**src/rtl/cpu_defs_pkg.sv**
```systemverilog
// rtl/cpu_defs_pkg.sv - shared CPU constants and typedefs
package cpu_defs_pkg;

  typedef logic [31:0] word_t;
  typedef logic [4:0]  regaddr_t;

  localparam logic [4:0] EXC_INT     = 5'd0;
  localparam logic [4:0] EXC_ADEL    = 5'd4;
  localparam logic [4:0] EXC_ADES    = 5'd5;
  localparam logic [4:0] EXC_SYSCALL = 5'd8;
  localparam logic [4:0] EXC_RI      = 5'd10;
  localparam logic [4:0] EXC_OV      = 5'd12;

  localparam word_t NOP_WORD    = 32'h0000_0000;
  localparam word_t RESET_PC    = 32'h0000_3000;
  localparam word_t HANDLER_ADR = 32'h0000_4180;

endpackage

```
**src/rtl/exc_merge.sv**
```systemverilog
// rtl/exc_merge.sv - priority merge of carried and ALU exceptions plus bad-address select
module exc_merge
  import cpu_defs_pkg::*;
(
  input  logic       exc_in,
  input  logic [4:0] exccode_in,
  input  logic       alu_err,
  input  logic [4:0] alu_exccode,
  input  word_t      pc,
  input  word_t      alu_result,
  output logic       exc,
  output logic [4:0] exccode,
  output word_t      badvaddr
);

  // Earlier stage wins; the faulting address follows whichever report won.
  always_comb begin
    exc      = 1'b0;
    exccode  = 5'd0;
    badvaddr = '0;
    if (exc_in) begin
      exc     = 1'b1;
      exccode = exccode_in;
      if (exccode_in == EXC_ADEL) badvaddr = pc;
    end else if (alu_err) begin
      exc     = 1'b1;
      exccode = alu_exccode;
      if ((alu_exccode == EXC_ADEL) || (alu_exccode == EXC_ADES)) badvaddr = alu_result;
    end
  end

endmodule

```
**src/rtl/pipe_reg_em.sv**
```systemverilog
// rtl/pipe_reg_em.sv - E->M pipeline register with exception merge (optional EM_BADVADDR_EN)
module pipe_reg_em
  import cpu_defs_pkg::*;
#(
  parameter word_t HANDLER_PC = HANDLER_ADR,
  parameter word_t NOP_INSTR  = NOP_WORD
) (
  input  logic       clk,
  input  logic       reset,
  input  logic       req,
  input  logic       stall,
  input  logic       bubble,
  input  word_t      instr_E,
  input  word_t      pc_E,
  input  logic       bd_E,
  input  word_t      alu_result_E,
  input  word_t      rt_data_E,
  input  regaddr_t   wa_E,
  input  logic       we_E,
  input  logic       exc_in_E,
  input  logic [4:0] exccode_in_E,
  input  logic       alu_err_E,
  input  logic [4:0] alu_exccode_E,
  output word_t      instr_M,
  output word_t      pc_M,
  output word_t      alu_result_M,
  output word_t      rt_data_M,
  output regaddr_t   wa_M,
  output logic       we_M,
  output logic       bd_M,
  output logic       exc_M,
  output logic [4:0] exccode_M,
  output word_t      badvaddr_M
);

  logic       exc_nxt;
  logic [4:0] exccode_nxt;
  word_t      badvaddr_nxt;

  exc_merge u_exc_merge (
    .exc_in      (exc_in_E),
    .exccode_in  (exccode_in_E),
    .alu_err     (alu_err_E),
    .alu_exccode (alu_exccode_E),
    .pc          (pc_E),
    .alu_result  (alu_result_E),
    .exc         (exc_nxt),
    .exccode     (exccode_nxt),
    .badvaddr    (badvaddr_nxt)
  );

  // Flop bank: reset > req > stall (hold) > bubble > load.
  always_ff @(posedge clk) begin
    if (reset || req) begin
      instr_M      <= NOP_INSTR;
      pc_M         <= reset ? RESET_PC : HANDLER_PC;
      alu_result_M <= '0;
      rt_data_M    <= '0;
      wa_M         <= '0;
      we_M         <= 1'b0;
      bd_M         <= 1'b0;
      exc_M        <= 1'b0;
      exccode_M    <= 5'd0;
    end else if (!stall) begin
      if (bubble) begin
        instr_M      <= NOP_INSTR;
        alu_result_M <= '0;
        rt_data_M    <= '0;
        wa_M         <= '0;
        we_M         <= 1'b0;
        exc_M        <= 1'b0;
        exccode_M    <= 5'd0;
      end else begin
        instr_M      <= instr_E;
        alu_result_M <= alu_result_E;
        rt_data_M    <= rt_data_E;
        wa_M         <= we_E ? wa_E : 5'd0;
        we_M         <= we_E & ~exc_nxt;
        exc_M        <= exc_nxt;
        exccode_M    <= exccode_nxt;
      end
      // pc/bd always follow E so EPC stays precise for a bubble.
      pc_M <= pc_E;
      bd_M <= bd_E;
    end
  end

`ifdef EM_BADVADDR_EN
  // Faulting address register, cleared by reset/req/bubble and held on stall.
  always_ff @(posedge clk) begin
    if (reset || req) begin
      badvaddr_M <= '0;
    end else if (!stall) begin
      badvaddr_M <= bubble ? '0 : badvaddr_nxt;
    end
  end
`else
  word_t badvaddr_unused;
  assign badvaddr_unused = badvaddr_nxt;
  assign badvaddr_M      = '0;
`endif

endmodule

```
**config.mk**
```make
export PLATFORM = sky130hd
export DESIGN_NAME = pipe_reg_em
export DESIGN_NICKNAME = d
export VERILOG_FILES = /design/src/rtl/cpu_defs_pkg.sv /design/src/rtl/exc_merge.sv /design/src/rtl/pipe_reg_em.sv
export SDC_FILE = /design/constraint.sdc
export NUM_CORES = 1
export LEC_CHECK = 0
export BUFFER_PORTS_ARGS = -buffer_cell sky130_fd_sc_hd__buf_2
export CAP_MARGIN = 20
export CORE_UTILIZATION = 30
export DETAILED_ROUTE_END_ITERATION = 6
export GPL_TIMING_DRIVEN = 0
export PLACE_DENSITY = 0.62
export SETUP_SLACK_MARGIN = 0.5
export SLEW_MARGIN = 30
export SYNTH_ARGS = -nofsm -noshare
export SYNTH_HDL_FRONTEND = slang
export SYNTH_SLANG_ARGS = --single-unit
export TNS_END_PERCENT = 20
```
**constraint.sdc**
```tcl
create_clock -name clk -period 4.7 [get_ports clk]
set_input_delay 0.705 -clock clk [delete_from_list [all_inputs] [get_ports clk]]
set_output_delay 0.705 -clock clk [all_outputs]
set_load 0.03 [all_outputs]
```
==> metrics.md, run 1 <==
| Metric | Value |
|---|---|
| Status | `finished clean` |
| Post-CTS Setup Bufs | `0` |
| Sequential fraction of the synthesis area | `0.652` |
| Area delta synth->final | `50.2%` |
| Area contributors post-synth | `dfxtp_1 (45%), edfxtp_1 (20%), a22o_1 (19%)` |
| Hold path depth | `1` |
| WL final | `13.6 mm` |
| Slew Limit Fails | `0` |
| CP most frequent cell | `buf_2` |
| Global-route wire length before repair | `19.6 mm` |
| Fmax | `509 MHz` |
| # rows | `45` |
| Number of vias per cell | `4.36` |
| Initial core utilization | `0.312` |
| Met3 usage in global routing | `0.0603` |
| Tmin final | `1.96 ns` |
| Placed Cells | `about 900` |
| GRT Overall Usage | `0.157` |
| Path depth of the worst reg2reg path | `1` |
| Via count | `between 4000 and 5000` |
| Delay of the slowest critical-path stage | `0.50 ns` |
| Avg WL per Cell | `14.6 um` |
| Share of cells above drive strength 1 | `0.527` |
| Startpoint types | `input pin` |
| Synth cell types | `20` |
| Syn Inst Count | `~360` |
| Synth Warn # | `0` |
| CTS Buf Count | `17` |
| Ys async rst share | `0` |
| Cell taking the most area after synthesis | `dfxtp_1` |
| IR drop worst, VDD | `about 230 uV` |
| Die area | `16600 um2` |
| Worst hold path class | `register to register` |
| Reg area | `3140 um2` |
| Pwr per Cell Area | `402 nW/um2` |
| Layout Skew | `0 ns` |
| GR Util met1 | `0.172` |
| Most frequent cells in the layout | `buf_2 (306), dfxtp_1 (109), a22o_1 (103)` |
| Part of the cycle the worst path needs | `0.418` |
| Final HPWL DP | `between 10 and 15 mm` |
| Critical Path RT | `4.74 ns` |
| Final setup fails | `0` |
| Multi-input combinational cell area | `1390 um2` |
| Global placement routability congestion | `approximately 0.73` |
| Iter 0 DRT Violations | `131` |
| Main synth FF type | `dfxtp_1` |
| Crit. End Element | `register` |
| Core area | `15400 um2` |
| # IOs | `325` |
| Post-route ant nets | `0` |
| Setup TNS | `0 ns` |
| Worst skew pair latency | `0.41 ns` |
| Initial antenna violation count | `0` |
| First-pass DRT Iterations | `4` |
| Reg clk slew, reported paths | `0.06 ns` |
| Post-Layout Cell Count | `between 900 and 1000` |
| Net count, final | `856` |
| #FFs+latches synth | `~140` |
| IO buf count | `between 200 and 300` |
| CP Max Fanout | `32` |
| Most common cell after layout, fill and taps aside | `buf_2` |
| Number of enable flip-flop cells after synthesis | `32` |
| Die X | `129 um` |
| CTS tree | `done` |
| Root Buffer | `clkbuf_16` |
| Antenna Cells | `0` |
| R2R Setup Slk | `between 4 and 5 ns` |
| RSZ-0062 raised after global routing | `no` |
| Max Cap Viol | `0` |
| PostCTS Resize Cnt | `0` |
| H-tree Lvls | `4` |
| Clk buf depth | `2` |
| Leak | `3.76 nW` |
| DRC Markers | `0` |
| Syn avg cell area | `13.2 um2` |
| Die height | `129 um` |
| Crit-path cells | `buf_4 -> nor2_1 -> and2_1 -> buf_2 -> buf_2 -> inv_2` |
| Clock sink total | `141` |
| Measured slew at the worst slew-check pin | `0.643 ns` |
| Fill count | `1447` |
| Top cell type's share of synthesized area | `0.453` |
| Final hold vios | `0` |
| GRT Max-Usage Layer | `met2` |
| Max_slew headroom | `0.571` |
| Hold buffer count at cts | `0` |
| Vias in the first global route | `between 3000 and 4000` |
| Grt ovf | `0` |
| Layout Utilization | `0.469` |
| Kind of critical path | `input pin to register` |
| CP arrival | `2.01 ns` |
| CP max-delay cell | `inv_2` |
| Synthesized area | `around 4800 um2` |
| Largest net degree at the start of global routing | `33` |
| Met2 GRT Util | `0.273` |
## cell usage after synthesis, types with 2 or more instances
master and number:
a21o_1 2, a22o_1 103, a22oi_1 4, and2_1 29, buf_2 16, buf_4 35, buf_6 3, clkbuf_1 6
dfxtp_1 109, edfxtp_1 32, inv_1 2, nand2_1 3, nor2_1 9, o2bb2ai_1 5
## cell type report
cell class | instances | area share
Sequential cell | 141 | 0.434
Timing Repair Buffer | 290 | 0.200
Multi-Input combinational cell | 192 | 0.191
Clock buffer | 19 | 0.0641
Buffer | 60 | 0.0551
Tap cell | 211 | 0.0365
Clock inverter | 13 | 0.0173
Inverter | 2 | 0.00104
## through the flow
| stage | power, mW | hold slack [ns] | setup WS (ns) | instance area [um2] |
|---|---|---|---|---|
| after floorplan | 1.51 | 0.597 | 2.33 | 4930 |
| after global placement | 1.63 | 0.444 | 1.93 | 6650 |
| after detailed placement | 1.63 | 0.446 | 2.29 | 6650 |
| after CTS | 2.94 | 0.465 | 2.73 | 7240 |
| after global routing | 3.01 | 0.477 | 2.63 | 7240 |
| final | 2.91 | 0.459 | 2.74 | 7240 |
## final timing paths
| kind | start | to |
|---|---|---|
| worst min-delay path | exccode_M[2]$_SDFFE_PP0N_ | exccode_M[2]$_SDFFE_PP0N_ |
| worst max register to register | instr_M[29]$_SDFFE_PP0N_ | instr_M[29]$_SDFFE_PP0N_ |
| worst max-delay path | reset | pc_M[15]$_SDFFCE_PP0P_ |
| worst min register to register | exccode_M[2]$_SDFFE_PP0N_ | exccode_M[2]$_SDFFE_PP0N_ |
## routing by layer
layer | part of all wire | wire length [um] | up-vias
li1 | - | - | 1967
met1 | 0.39 | 5300 | 1849
met2 | 0.49 | 6700 | 214
met3 | 0.10 | 1400 | 13
met4 | 0.012 | 161 | 0
met5 | 0 | 0 | -
## state kept, by name, indices dropped and copies added, names as in the netlist
register,flops
pc_M,32
exc_M,1
bd_M,1
rt_data_M,32
we_M,1
alu_result_M,32
exccode_M,5
instr_M,32
wa_M,5
## cells by family after synthesis
kind of cell / synth area share
AOI/OAI and AO/OA: 0.207
other: 0.000778
DFF: 0.652
and+or+nand+nor: 0.0538
muxes: 0.00208
buffers and inverters: 0.0844
## critical path: cells and delay by family
kind | cells | cell delay [ns]
buffers and inverters | 4 | 1.09
AND/OR/NAND/NOR | 2 | 0.20
## power breakdown
group / internal [mW] / switching, mW
clock network: 0.784 / 0.523
registers: 1.28 / 0.0145
logic: 0.114 / 0.194
total: 2.18 / 0.731
Note: power is estimated with default switching activity, not from simulation.
==> run 2, diff against run 1 <==
==> constraint.sdc (replaced) <==
create_clock -name clk -period 1.97 [get_ports clk]
set_input_delay 0.2955 -clock clk [delete_from_list [all_inputs] [get_ports clk]]
set_output_delay 0.2955 -clock clk [all_outputs]
set_load 0.03 [all_outputs]
==> run 2 against run 1 <==
- sequential cell count stayed put
- setup slack worse by 2.3 ns
- global-route usage is 0.62 points higher
- register-to-register slack worse by 2.7 ns
- sequential power is 140% higher
==> metrics.md, run 2 (synthesis results as in run 1) <==
| Metric | Value |
|---|---|
| Final HPWL DP | `10.9 mm` |
| Initial antenna violation count | `0` |
| Delay of the slowest critical-path stage | `0.55 ns` |
| Reg clk slew, reported paths | `0.06 ns` |
| DRC Markers | `0` |
| PostCTS Resize Cnt | `0` |
| Global placement routability congestion | `0.783` |
| # IOs | `approximately 330` |
| Tmin final | `1.57 ns` |
| Share of cells above drive strength 1 | `0.529` |
| CP Max Fanout | `32` |
| CP arrival | `~1.5 ns` |
| Max_slew headroom | `0.559` |
| Startpoint types | `input pin` |
| Core area | `15400 um2` |
| Number of vias per cell | `4.34` |
| CP most frequent cell | `buf_6` |
| Worst skew pair latency | `0.40 ns` |
| Clk buf depth | `2` |
| WL final | `13.8 mm` |
| Crit. End Element | `register` |
| Critical Path RT | `1.92 ns` |
| Largest net degree at the start of global routing | `33` |
| Die height | `about 130 um` |
| Crit-path cells | `buf_12 -> nor2_4 -> and2_4 -> buf_6 -> buf_6 -> clkinvlp_4` |
| Post-CTS Setup Bufs | `0` |
| Vias in the first global route | `~3900` |
| Final hold vios | `0` |
| H-tree Lvls | `4` |
| Setup TNS | `0 ns` |
| Root Buffer | `clkbuf_16` |
| Most frequent cells in the layout | `buf_2 (304), dfxtp_1 (109), a22o_1 (103)` |
| Clock sink total | `141` |
| Area delta synth->final | `51.4%` |
| First-pass DRT Iterations | `4` |
| Grt ovf | `0` |
| Net count, final | `approximately 860` |
| Post-route ant nets | `0` |
| Global-route wire length before repair | `roughly 20 mm` |
| Most common cell after layout, fill and taps aside | `buf_2` |
| Die X | `129 um` |
| Measured slew at the worst slew-check pin | `0.656 ns` |
| Kind of critical path | `input pin to register` |
| Slew Limit Fails | `0` |
| Final setup fails | `0` |
| CP max-delay cell | `clkinvlp_4` |
| Status | `finished clean` |
| Pwr per Cell Area | `between 900 and 1000 nW/um2` |
| Fill count | `1480` |
| # rows | `45` |
| Multi-input combinational cell area | `about 1400 um2` |
| Layout Skew | `0 ns` |
| Worst hold path class | `input pin to register` |
| Initial core utilization | `0.312` |
| CTS Buf Count | `17` |
| RSZ-0062 raised after global routing | `yes` |
| Max Cap Viol | `0` |
| CTS tree | `done` |
| Part of the cycle the worst path needs | `0.799` |
| Reg area | `3140 um2` |
| Antenna Cells | `0` |
| Die area | `16600 um2` |
| IR drop worst, VDD | `551 uV` |
| Via count | `slightly above 4000` |
| Iter 0 DRT Violations | `157` |
| Fmax | `636 MHz` |
| GRT Overall Usage | `0.163` |
| Layout Utilization | `0.473` |
| Avg WL per Cell | `~15 um` |
| Leak | `3.78 nW` |
| Hold buffer count at cts | `0` |
| IO buf count | `290` |
## run 2: changes by cell type in the layout (fill, tap and decap cells not counted), moves of 2 or more
cell | before | now
buf_6 | 3 | 6
inv_6 | 5 | 2
buf_2 | 306 | 304
buf_4 | 35 | 33
clkinv_2 | 1 | 3
## run 2: worst max-delay path: cells and delay by family
| family | cells | cell delay [ns] |
|---|---|---|
| buffers and inverters | 4 | 0.98 |
| and+or+nand+nor | 2 | 0.24 |
## run 2: area by class of cell
type	instances	area share
flip-flops and latches	141	0.431
repair buffers	290	0.199
multi-input cells	192	0.191
clock buffers	20	0.0642
plain buffers	60	0.0587
well taps	211	0.0362
clock inverters	12	0.0184
inverters	2	0.00154
## run 2: through the flow
stage	hold slack (ns)	total power [mW]	setup WS [ns]	cells	area, um2
final	0.0830	7.03	0.397	928	7290
after global routing	0.0615	7.30	0.290	928	7290
after CTS	0.0630	7.11	0.381	928	7290
after detailed placement	0.446	3.90	-0.0511	896	6690
after global placement	0.443	3.89	-0.0206	896	6690
after floorplan	0.421	3.61	0.285	395	4980
## run 2: repair_timing
| action | CTS | global route |
|---|---|---|
| pin swaps | 0 | 0 |
| endpoints found under the setup margin | 32 | 49 |
| endpoints found under the hold margin | 0 | 0 |
## run 2: final timing paths
kind | startpoint | to | slack (ns) | cells after the start
min reg2reg | exccode_M[2]$_SDFFE_PP0N_ | exccode_M[2]$_SDFFE_PP0N_ | 0.46 | 1
max reg2reg | rt_data_M[26]$_SDFFE_PP0N_ | rt_data_M[26]$_SDFFE_PP0N_ | 1.32 | 1
max | reset | pc_M[16]$_SDFFCE_PP0P_ | 0.40 | 6
min | reset | bd_M$_SDFFE_PP0N_ | 0.08 | 2
## run 2: power by group
part	internal, mW	switching (mW)
Combinational	0.280	0.467
Sequential	3.05	0.0350
Clock	1.98	1.21
Total	5.32	1.71
## run 2: layer usage
layer | vias up | routed length [um] | track usage
met4 | 0 | 193 | 0.0602
met5 | - | 0 | 0
met2 | 211 | 6780 | 0.283
met3 | 13 | 1240 | 0.0607
met1 | 1842 | 5550 | 0.181
li1 | 1962 | - | -
